File: src/rtl/arbiter_n_to_1_weighted_request.sv
// N-to-1 request arbiter: per-channel FWFT FIFOs merged onto one valid/ready stream,
// with fixed-priority, round-robin or weighted round-robin (burst credit) arbitration.

module arb_chan_fifo #(
  parameter int DEPTH  = 16,
  parameter int W      = 64,
  parameter int THRESH = 12
)(
  input  logic         ap_clk,
  input  logic         areset,
  input  logic         push_req,
  input  logic         pop,
  input  logic [W-1:0] wdata,
  output logic [W-1:0] head,
  output logic         nonempty,
  output logic         ready,
  output logic         overflow
);
  localparam int AW = $clog2(DEPTH);
  localparam int CW = AW + 1;

  logic [W-1:0]  mem [DEPTH];
  logic [AW-1:0] wr_ptr, rd_ptr;
  logic [CW-1:0] cnt;
  logic          full, push;

  // A write into a full FIFO is still taken when the head leaves in the same cycle.
  assign full     = (cnt == CW'(DEPTH));
  assign push     = push_req & (~full | pop);
  assign nonempty = (cnt != '0);
  assign head     = mem[rd_ptr];

  always_ff @(posedge ap_clk) begin
    if (push && !areset) mem[wr_ptr] <= wdata;
  end

  always_ff @(posedge ap_clk) begin
    if (areset) begin
      wr_ptr   <= '0;
      rd_ptr   <= '0;
      cnt      <= '0;
      ready    <= 1'b0;
      overflow <= 1'b0;
    end else begin
      if (push) wr_ptr <= wr_ptr + 1'b1;
      if (pop)  rd_ptr <= rd_ptr + 1'b1;
      case ({push, pop})
        2'b10:   cnt <= cnt + 1'b1;
        2'b01:   cnt <= cnt - 1'b1;
        default: cnt <= cnt;
      endcase
      ready <= (cnt < CW'(THRESH));
      if (push_req && full && !pop) overflow <= 1'b1;
    end
  end
endmodule

module arbiter_n_to_1_weighted_request #(
  parameter int NUM_REQUESTOR = 4,
  parameter int DATA_WIDTH    = 64,
  parameter int FIFO_DEPTH    = 16,
  parameter int PROG_THRESH   = 12,
  parameter int ARB_MODE      = 2,
  parameter int WEIGHT_WIDTH  = 4,
  parameter int ID_W          = $clog2(NUM_REQUESTOR)
)(
  input  logic                                  ap_clk,
  input  logic                                  areset,
  input  logic [NUM_REQUESTOR-1:0]              req_valid_in,
  input  logic [NUM_REQUESTOR*DATA_WIDTH-1:0]   req_data_in,
  output logic [NUM_REQUESTOR-1:0]              req_ready_out,
  input  logic [NUM_REQUESTOR*WEIGHT_WIDTH-1:0] weight_in,
  output logic                                  out_valid,
  output logic [DATA_WIDTH-1:0]                 out_data,
  output logic [ID_W-1:0]                       out_source_id,
  input  logic                                  out_ready,
  output logic [NUM_REQUESTOR-1:0]              overflow_out,
  output logic                                  fifo_setup_signal
);
  typedef struct packed {
    logic [ID_W-1:0]       id;
    logic [DATA_WIDTH-1:0] data;
  } beat_t;

  typedef enum logic {S_IDLE, S_BURST} state_t;

  logic [NUM_REQUESTOR-1:0][DATA_WIDTH-1:0]   data_in, head;
  logic [NUM_REQUESTOR-1:0][WEIGHT_WIDTH-1:0] weight;
  logic [NUM_REQUESTOR-1:0]                   ne, pop;

  assign data_in = req_data_in;
  assign weight  = weight_in;

  for (genvar g = 0; g < NUM_REQUESTOR; g++) begin : g_lane
    arb_chan_fifo #(
      .DEPTH  (FIFO_DEPTH),
      .W      (DATA_WIDTH),
      .THRESH (PROG_THRESH)
    ) u_fifo (
      .ap_clk   (ap_clk),
      .areset   (areset),
      .push_req (req_valid_in[g]),
      .pop      (pop[g]),
      .wdata    (data_in[g]),
      .head     (head[g]),
      .nonempty (ne[g]),
      .ready    (req_ready_out[g]),
      .overflow (overflow_out[g])
    );
  end

  state_t                  state_q, state_d;
  logic [ID_W-1:0]         last_grant_q, last_grant_d;
  logic [ID_W-1:0]         cur_q, cur_d;
  logic [WEIGHT_WIDTH-1:0] credit_q, credit_d, w_eff;
  logic [ID_W-1:0]         fp_sel, rr_sel, rr_idx, sel;
  logic                    rr_found, grant, can_load, any_ne;
  beat_t                   out_q;
  logic                    out_vld_q, setup_q;

  assign any_ne   = |ne;
  assign can_load = ~out_vld_q | out_ready;

  always_comb begin
    fp_sel = '0;
    for (int i = NUM_REQUESTOR - 1; i >= 0; i--) begin
      if (ne[i]) fp_sel = ID_W'(i);
    end
  end

  // First non-empty channel strictly after last_grant, wrapping.
  always_comb begin
    rr_sel   = '0;
    rr_idx   = '0;
    rr_found = 1'b0;
    for (int k = 1; k <= NUM_REQUESTOR; k++) begin
      rr_idx = ID_W'((int'(last_grant_q) + k) % NUM_REQUESTOR);
      if (!rr_found && ne[rr_idx]) begin
        rr_found = 1'b1;
        rr_sel   = rr_idx;
      end
    end
  end

  always_comb begin
    grant        = 1'b0;
    sel          = '0;
    state_d      = state_q;
    cur_d        = cur_q;
    credit_d     = credit_q;
    last_grant_d = last_grant_q;
    w_eff        = weight[rr_sel];
    if (w_eff == '0) w_eff = WEIGHT_WIDTH'(1);
    if (ARB_MODE == 0) begin
      if (any_ne && can_load) begin
        grant = 1'b1;
        sel   = fp_sel;
      end
    end else if (ARB_MODE == 1) begin
      if (any_ne && can_load) begin
        grant        = 1'b1;
        sel          = rr_sel;
        last_grant_d = rr_sel;
      end
    end else begin
      case (state_q)
        S_IDLE: begin
          if (any_ne && can_load) begin
            grant        = 1'b1;
            sel          = rr_sel;
            cur_d        = rr_sel;
            last_grant_d = rr_sel;
            credit_d     = w_eff - 1'b1;
            state_d      = (credit_d != '0) ? S_BURST : S_IDLE;
          end
        end
        S_BURST: begin
          // An empty channel at a load opportunity ends the burst without a grant.
          if (can_load) begin
            if (ne[cur_q]) begin
              grant    = 1'b1;
              sel      = cur_q;
              credit_d = credit_q - 1'b1;
              if (credit_q == WEIGHT_WIDTH'(1)) begin
                state_d      = S_IDLE;
                last_grant_d = cur_q;
              end
            end else begin
              state_d      = S_IDLE;
              last_grant_d = cur_q;
            end
          end
        end
        default: state_d = S_IDLE;
      endcase
    end
  end

  assign pop = grant ? (NUM_REQUESTOR'(1) << sel) : '0;

  always_ff @(posedge ap_clk) begin
    if (areset) begin
      state_q      <= S_IDLE;
      cur_q        <= '0;
      credit_q     <= '0;
      last_grant_q <= ID_W'(NUM_REQUESTOR - 1);
      out_vld_q    <= 1'b0;
      out_q        <= '0;
      setup_q      <= 1'b1;
    end else begin
      state_q      <= state_d;
      cur_q        <= cur_d;
      credit_q     <= credit_d;
      last_grant_q <= last_grant_d;
      setup_q      <= 1'b0;
      if (can_load) begin
        out_vld_q <= grant;
        if (grant) out_q <= '{id: sel, data: head[sel]};
      end
    end
  end

  assign out_valid         = out_vld_q;
  assign out_data          = out_q.data;
  assign out_source_id     = out_q.id;
  assign fifo_setup_signal = setup_q;
endmodule

File: config.mk
export PLATFORM = sky130hd
export DESIGN_NAME = arbiter_n_to_1_weighted_request
export DESIGN_NICKNAME = d
export VERILOG_FILES = /design/src/rtl/arbiter_n_to_1_weighted_request.sv
export SDC_FILE = /design/constraint.sdc
export NUM_CORES = 2
export LEC_CHECK = 0
export ABC_AREA = 1
export BUFFER_PORTS_ARGS = -buffer_cell sky130_fd_sc_hd__buf_2
export CORE_MARGIN = 2
export CORE_UTILIZATION = 35
export CTS_CLUSTER_SIZE = 10
export DETAILED_ROUTE_END_ITERATION = 12
export SLEW_MARGIN = 20
export SYNTH_ARGS = -nofsm -noshare
export SYNTH_HDL_FRONTEND = slang
export SYNTH_SLANG_ARGS = --single-unit
File: constraint.sdc
create_clock -name ap_clk -period 6.4 [get_ports ap_clk]
set_input_delay 0 -clock ap_clk [delete_from_list [all_inputs] [get_ports ap_clk]]
set_output_delay 0 -clock ap_clk [all_outputs]
set_load 0.02 [all_outputs]
Word level (Yosys, flattened, before mapping)
Memories as Yosys holds them, arrays and structs flattened. A register that Yosys moved wholly into a read port is not among the register bits. Cells that the tools add are included.

Bits of input ports: 279. Bits in read-only memories: 0. Bits in writable memories: 4096. Word-level logic and storage cells: 204. Register bits: 137. Bits in latches: 0. Memories: 4. Output and inout bits: 76.

Memory list: g_lane[0].u_fifo.mem (depth 16, width 64, rd ports 1, clocked after Yosys merged registers in 1, write ports 1, line 22) `logic [W-1:0] mem [DEPTH];`; g_lane[1].u_fifo.mem (depth 16, width 64, rd ports 1, clocked after Yosys merged registers in 1, write ports 1, line 22); g_lane[2].u_fifo.mem (depth 16, width 64, rd ports 1, clocked after Yosys merged registers in 1, write ports 1, line 22); g_lane[3].u_fifo.mem (depth 16, width 64, rd ports 1, clocked after Yosys merged registers in 1, write ports 1, line 22).

Multiply operators: 0. Magnitude comparators: 11. Bitwise logic cells: 15. Mux-type cells: 67. Div/mod/pow operators: 0. Eq/ne operators: 17. Shift-type cells: 1. Add/sub/neg operators: 22. Reduce and logical (&&, ||, !) cells: 39.

Operators by type and width (number): $bmux W64 S2 (1); $mux W64 (1); $mux W4 (14); $pmux W5 S2 (4); $add A4 B1 Y4 const B (8); $mux W1 (25); $mux W2 (11); $lt A2 B3 Y1 const B (7); $add A5 B1 Y5 const B (4); $eq A5 B5 Y1 const B (4); $lt A5 B4 Y1 const B (4); $reduce_bool A5 Y1 (4); $sub A5 B1 Y5 const B (4); $logic_and A1 B1 Y1 (16); $bmux W1 S2 (5); $bmux W4 S2 (1); $eq A2 B1 Y1 const B (4); $eq A2 B2 Y1 const B (4); $logic_not A1 Y1 (8); $pmux W2 S2 (2); $pmux W4 S2 (1); $reduce_bool A2 Y1 (4); $sub A4 B1 Y4 const B (2); $not A1 Y1 (6); 15 further kinds (28).

Logic depth before layout (Yosys ltp)
Word-level depth: 22. Depth in mapped cells: 31. Depth with buffers taken out: 30.

By module
Synthesis repeated with hierarchy kept, for this count alone.

Cell total of the unflattened synthesis: 14422. Area total of the unflattened synthesis: 177221.2 µm².

Modules (own cells, without submodules): arb_chan_fifo (g_lane[2].u_fifo ...) (times used 2, area an instance 42911.2 µm², cells an instance 3376, seq. area each 31129.9 µm²); arb_chan_fifo (g_lane[1].u_fifo) (times used 1, area an instance 42956.2 µm², cells an instance 3379, seq. area each 31129.9 µm²); arb_chan_fifo (g_lane[0].u_fifo) (times used 1, area an instance 42949.9 µm², cells an instance 3376, seq. area each 31129.9 µm²); arbiter_n_to_1_weighted_request (times used 1, area an instance 5492.8 µm², cells an instance 915, seq. area each 1541.5 µm²).

Worst setup path before layout
Ideal clock, no wire load.

Path kind: flip-flop to flip-flop. From: register last_grant_q[0]. To: memory g_lane[0].u_fifo.mem[0][0] (enable). Setup time: 0.486 ns. Data arrival time: 4.823 ns. Path buffers: 1. Slack: 1.091 ns. Required time: 5.914 ns. Period minus slack after synthesis: 5.309 ns. Cell stages (with the launch flop): 19. Cell sequence: dfxtp_1 -> buf_4 -> inv_1 -> nand4_1 -> nand3_1 -> inv_1 -> a21boi_0 -> nand2_1 -> clkinv_2 -> nand2_4 -> a21oi_4 -> nand2_4 -> nor2_8 -> inv_2 -> nand2_2 -> nand2_4 -> nor2_8 -> nand2_4 -> nor2_1.

Longest elaborated chain between the ends: 22. Elaborated cells between the ends (all ways): 34. Those cells by class: add/sub: 4; shift: 1; mux: 20; bitwise: 2; reduce/logical: 7.

Ends and longest elaborated chain: start: declaration (line 113) `logic [ID_W-1:0] last_grant_q, last_grant_d;`; start signal: assignment (line 206) `last_grant_q <= ID_W'(NUM_REQUESTOR - 1);`; start signal: assignment (line 214) `last_grant_q <= last_grant_d;`; $add A2 B1 Y2 (line 137) `rr_idx = ID_W'((int'(last_grant_q) + k) % NUM_REQUESTOR);`; $bmux W1 S2 (line 138) `if (!rr_found && ne[rr_idx]) begin`; $mux W1 (not written as such) (line 138); $mux W1 (line 138); $logic_not A1 Y1 (line 138); $logic_and A1 B1 Y1 (line 138); $mux W1 (line 138); $logic_not A1 Y1 (line 138); [7 not listed]; $shl A1 B2 Y4 (*) (line 199) `assign pop = grant ? (NUM_REQUESTOR'(1) << sel) : '0;`; $mux W4 (*) (line 199); via g_lane[0].u_fifo.pop (line 12) `input logic pop,`; $or A1 B1 Y1 (*) (line 29) `assign push = push_req & (~full | pop);`; $and A1 B1 Y1 (*) (line 29); $logic_and A1 B1 Y1 (*) (line 34) `if (push && !areset) mem[wr_ptr] <= wdata;`; $mux W1 (*) (line 34); $mux W1 (not written as such) (*) (line 34); end: declaration (line 22).

Mark *: on every way through the listed nets, which the timed path passes. The rest lies on a longest branch. The select of a mux whose other input is x is not followed.

Worst setup path after layout
From: register last_grant_q[0]. To: register state_q.

Longest elaborated chain between the ends: 22. Elaborated cells between the ends (all ways): 34. Those cells by class: add/sub: 5; mux: 21; reduce/logical: 8.

Ends and longest elaborated chain: $add A2 B1 Y2 (line 137); $bmux W1 S2 (line 138); $mux W1 (not written as such) (line 138); $mux W1 (line 138); $logic_not A1 Y1 (line 138); $logic_and A1 B1 Y1 (line 138); $mux W1 (line 138); $logic_not A1 Y1 (line 138); [6 not listed]; $mux W4 (not written as such) (*) (line 152) `w_eff = weight[rr_sel];`; $logic_not A4 Y1 (line 153) `if (w_eff == '0) w_eff = WEIGHT_WIDTH'(1);`; $mux W4 (*) (line 153); $sub A4 B1 Y4 (*) (line 173) `credit_d = w_eff - 1'b1;`; $reduce_bool A4 Y1 (*) (line 174) `state_d = (credit_d != '0) ? S_BURST : S_IDLE;`; $mux W1 (*) (line 174); $mux W1 (*) (line 168) `if (any_ne && can_load) begin`; $pmux W1 S2 (*) (line 166) `case (state_q)`; end signal: assignment (line 211) `state_q <= state_d;`; end: declaration (line 112) `state_t state_q, state_d;`.

Mark *: on every way between the ends. The rest lies on a longest branch, timed or not. The select of a mux whose other input is x is not followed. A chain may end at the register's enable or synchronous reset.

==> results.sh <==
export IMPL_drc_errors=0
export IMPL_cts_resized=0
export IMPL_portBuffers=354
export IMPL_ir_drop_mv=0.432
export IMPL_dieArea_sq_um=491000
export IMPL_synthesis_nets=12400
export IMPL_worstMarginPinSlew_ns=1.34
export IMPL_clock_fmax_ghz=0.181
export IMPL_synth_top_cell_area_share_pct=72.4
export IMPL_rows=255
export IMPL_postRouteAntennaNets=0
export IMPL_yosysUniqueCellTypes=48
export IMPL_synthTopCellsByCount="edfxtp_1, o21ai_0, inv_1, a21oi_1, mux2i_1"
export IMPL_grt_max_degree=168
export IMPL_critical_path_class="reg -> reg"
export IMPL_grt_pass1_wl_um=703000
export IMPL_hold_violations=0
export IMPL_cpMostUsedCell="nand2_1"
export IMPL_setup_tns_ns=0
export IMPL_critical_path_max_stage_delay_ns=0.58
export IMPL_nets=13200
export IMPL_total_power_mw=75.8
export IMPL_grt_pass1_vias=95800
export IMPL_final_max_slew_viol_count=0
export IMPL_synth_edff_count=4096
export IMPL_synth_flop_cell="edfxtp_1"
export IMPL_seq_area_frac_synth_pct=74.2
export IMPL_area_growth_syn_to_layout_pct=17.0
export IMPL_ys_ff_latch=4249
export IMPL_post_route_min_period_ns=5.52
export IMPL_place_gp_congestion=0.863
export IMPL_worstPathMaxFanout=12
export IMPL_synth_area_sq_um=170000
export IMPL_netlist_instances=12100
export IMPL_grt_total_usage_pct=19.5
export IMPL_vias=103000
export IMPL_antenna_found_initial=104
export IMPL_critPathArrivalTime_ns=6.41
export IMPL_numClockSinks=4249
export IMPL_final_setup_viol_count=0
export IMPL_synth_avg_cell_area_sq_um=14.1
export IMPL_yosys_warnings=0
export IMPL_cp_cell_sequence="inv_1, nand4_1, nand3_1, nand2_1, nand3_1, nand2_1, nand2_1, nand2_2, inv_1, nand2_1, nand3_1, dlygate4sd3_1, nand2_1, dlygate4sd3_1, nand2_1, dlygate4sd3_1, o21ai_0, inv_1, ha_1, xor2_1, a41oi_1, dlygate4sd3_1"
export IMPL_synthTopCellsByArea="edfxtp_1, mux2i_1, o21ai_0"
export IMPL_setup_slack_ns=0.879
export IMPL_avgRoutedWirePerCell_um=25.3
export IMPL_rsz0062_at_grt="no"
export IMPL_grt_overflow=0
export IMPL_maxCapViolCount=0
export IMPL_crit_required_ns=7.29
export IMPL_crit_path_top_delay_cell="dfxtp_1"
export IMPL_clk_latency_ns=1.05
export IMPL_dpl_hpwl_um=300000
export IMPL_dr_pass1_iters=8
export IMPL_layout_drive_gt1_share_pct=9.56
export IMPL_fp_dieH_um=701
export IMPL_cp_start_kind="flop"
export IMPL_endpoint_kind="flop"
export IMPL_yosysTopAreaCell="edfxtp_1"
export IMPL_dpl_worst_slack_ns=1.60
export IMPL_die_w_um=701
export IMPL_synth_most_common_cell="edfxtp_1"
export IMPL_routed_wl_um=495000
export IMPL_ioPinCount=355
export IMPL_viasPerCell=5.29
export IMPL_relSlewSlack_pct=10.4
export IMPL_cts_buffer_depth=4
export IMPL_p_per_area_nw_per_um2=382
export IMPL_core_area_sq_um=483000
export IMPL_start_util_pct=35.2
export IMPL_cts_clk_slew_worst_paths_ns=0.06
export IMPL_htree_levels=5
export IMPL_fin_crit_sh_pct=86.3
export IMPL_min_path_type="in -> reg"
export IMPL_cts_buffers_inserted=473
export IMPL_async_flop_share_pct=0
export IMPL_status="finished clean"
export IMPL_drt_iter0_markers=12600
export IMPL_cts_tree="yes"
export IMPL_fin_skew_ns=0.0972
export IMPL_p_leak_nw=65.2
export IMPL_root_buffer="clkbuf_16"
==> layout make-up <==
cell class / count / area [sq um]
fillers: 43700 / 284000
flip-flops and latches: 4249 / 126000
multi-input cells: 5848 / 36700
clock buffers: 652 / 12600
repair buffers: 1136 / 9850
well taps: 6425 / 8040
inverters: 1150 / 4360
clock inverters: 41 / 742
diodes: 44 / 110
==> report_power, final <==
part / switching, mW / internal (mW) / total [mW]
registers: 1.11 / 31.1 / 32.2
logic: 13.5 / 5.88 / 19.3
clock network: 10.6 / 13.6 / 24.3
total: 25.2 / 50.6 / 75.8
==> path summary, 6_finish.rpt <==
| check | to | slack (ns) | startpoint | cells past startpoint |
|---|---|---|---|---|
| setup / recovery | state_q | 0.88 | last_grant_q[0] | 22 |
| hold / removal | g_lane[1].u_fifo.mem[7][13] | 0.06 | req_data_in[77] | 2 |
| setup reg to reg | state_q | 0.88 | last_grant_q[0] | 22 |
| hold reg to reg | flop | 0.44 | g_lane[3].u_fifo.rd_ptr[3] | 1 |
==> placed cells by master (no fill, tap or decap), drive strengths merged, types with 2 or more instances in the layout <==
master	n
bufinv	2
dfxtp	153
xnor2	4
o211ai	616
dlygate4sd3	534
o221ai	41
o22ai	79
nand3	48
o31ai	4
nor4	2
buf	602
inv	1155
a21oi	1102
clkbuf	652
diode	44
a211oi	21
nor3	2
a41oi	4
o21ai	1958
ha	38
edfxtp	4096
clkinv	34
mux2i	1024
a22oi	4
xor2	16
a21o	2
a31oi	181
nor2	455
nand2	225
nand4	15
==> state kept, by name, indices dropped and copies added, names as in the netlist, named ones only <==
signal / count
g_lane.u_fifo.ready: 4
out_source_id: 2
g_lane.u_fifo.rd_ptr: 16
g_lane.u_fifo.cnt: 20
out_data: 64
cur_q: 2
credit_q: 4
g_lane.u_fifo.wr_ptr: 16
fifo_setup_signal: 1
g_lane.u_fifo.overflow: 4
out_valid: 1
state_q: 1
last_grant_q: 2
g_lane.u_fifo.mem: 4096
==> layer usage <==
layer	vias up	GRT usage [%]	wire length (um)
li1	46600	-	-
met1	52000	26.9	207000
met2	4007	29.8	222000
met3	690	5.02	48100
met4	36	6.81	18100
met5	-	0	249
==> timing repair <==
action / 4_1_cts / 5_1_grt
endpoints found under the setup margin: 0 / 0
hold endpoints to repair: 4358 / 0
hold buffers: 534 / 0
setup buffers: 0 / 0
==> cell families (layout without fill, tap and decap cells) <==
family / Yosys count / after routing / share of synthesized area (%)
flops: 4249 / 4249 / 74.2
compound gates: 4016 / 4016 / 13.1
buf+inv: 1953 / 2979 / 4.42
mux: 1024 / 1024 / 6.04
simple gates: 750 / 750 / 1.81
fa+ha+maj: 38 / 38 / 0.280
xor+xnor: 20 / 20 / 0.108
other cells: 0 / 44 / 0
==> critical path, delay by kind of cell, from the launching register on <==
kind | cells | cell delay, ns
AO/OA/AOI/OAI | 2 | 0.39
AND/OR/NAND/NOR | 11 | 1.20
flip-flops | 1 | 0.58
buffers and inverters | 7 | 2.77
adder cells (fa/ha/maj) | 1 | 0.22
XOR/XNOR | 1 | 0.21
==> metrics by stage <==
stage	cells	hold WS (ns)	cell area [sq um]	util [%]
after detailed placement	18300	0.394	180000	37.2
after global placement	18300	0.385	180000	37.2
final	19500	0.0568	199000	41.1
after global routing	19500	0.0360	199000	41.1
after CTS	19500	0.000199	198000	41.1
after floorplan	12100	0.0277	170000	-
Note: power is estimated with default switching activity, not from simulation.
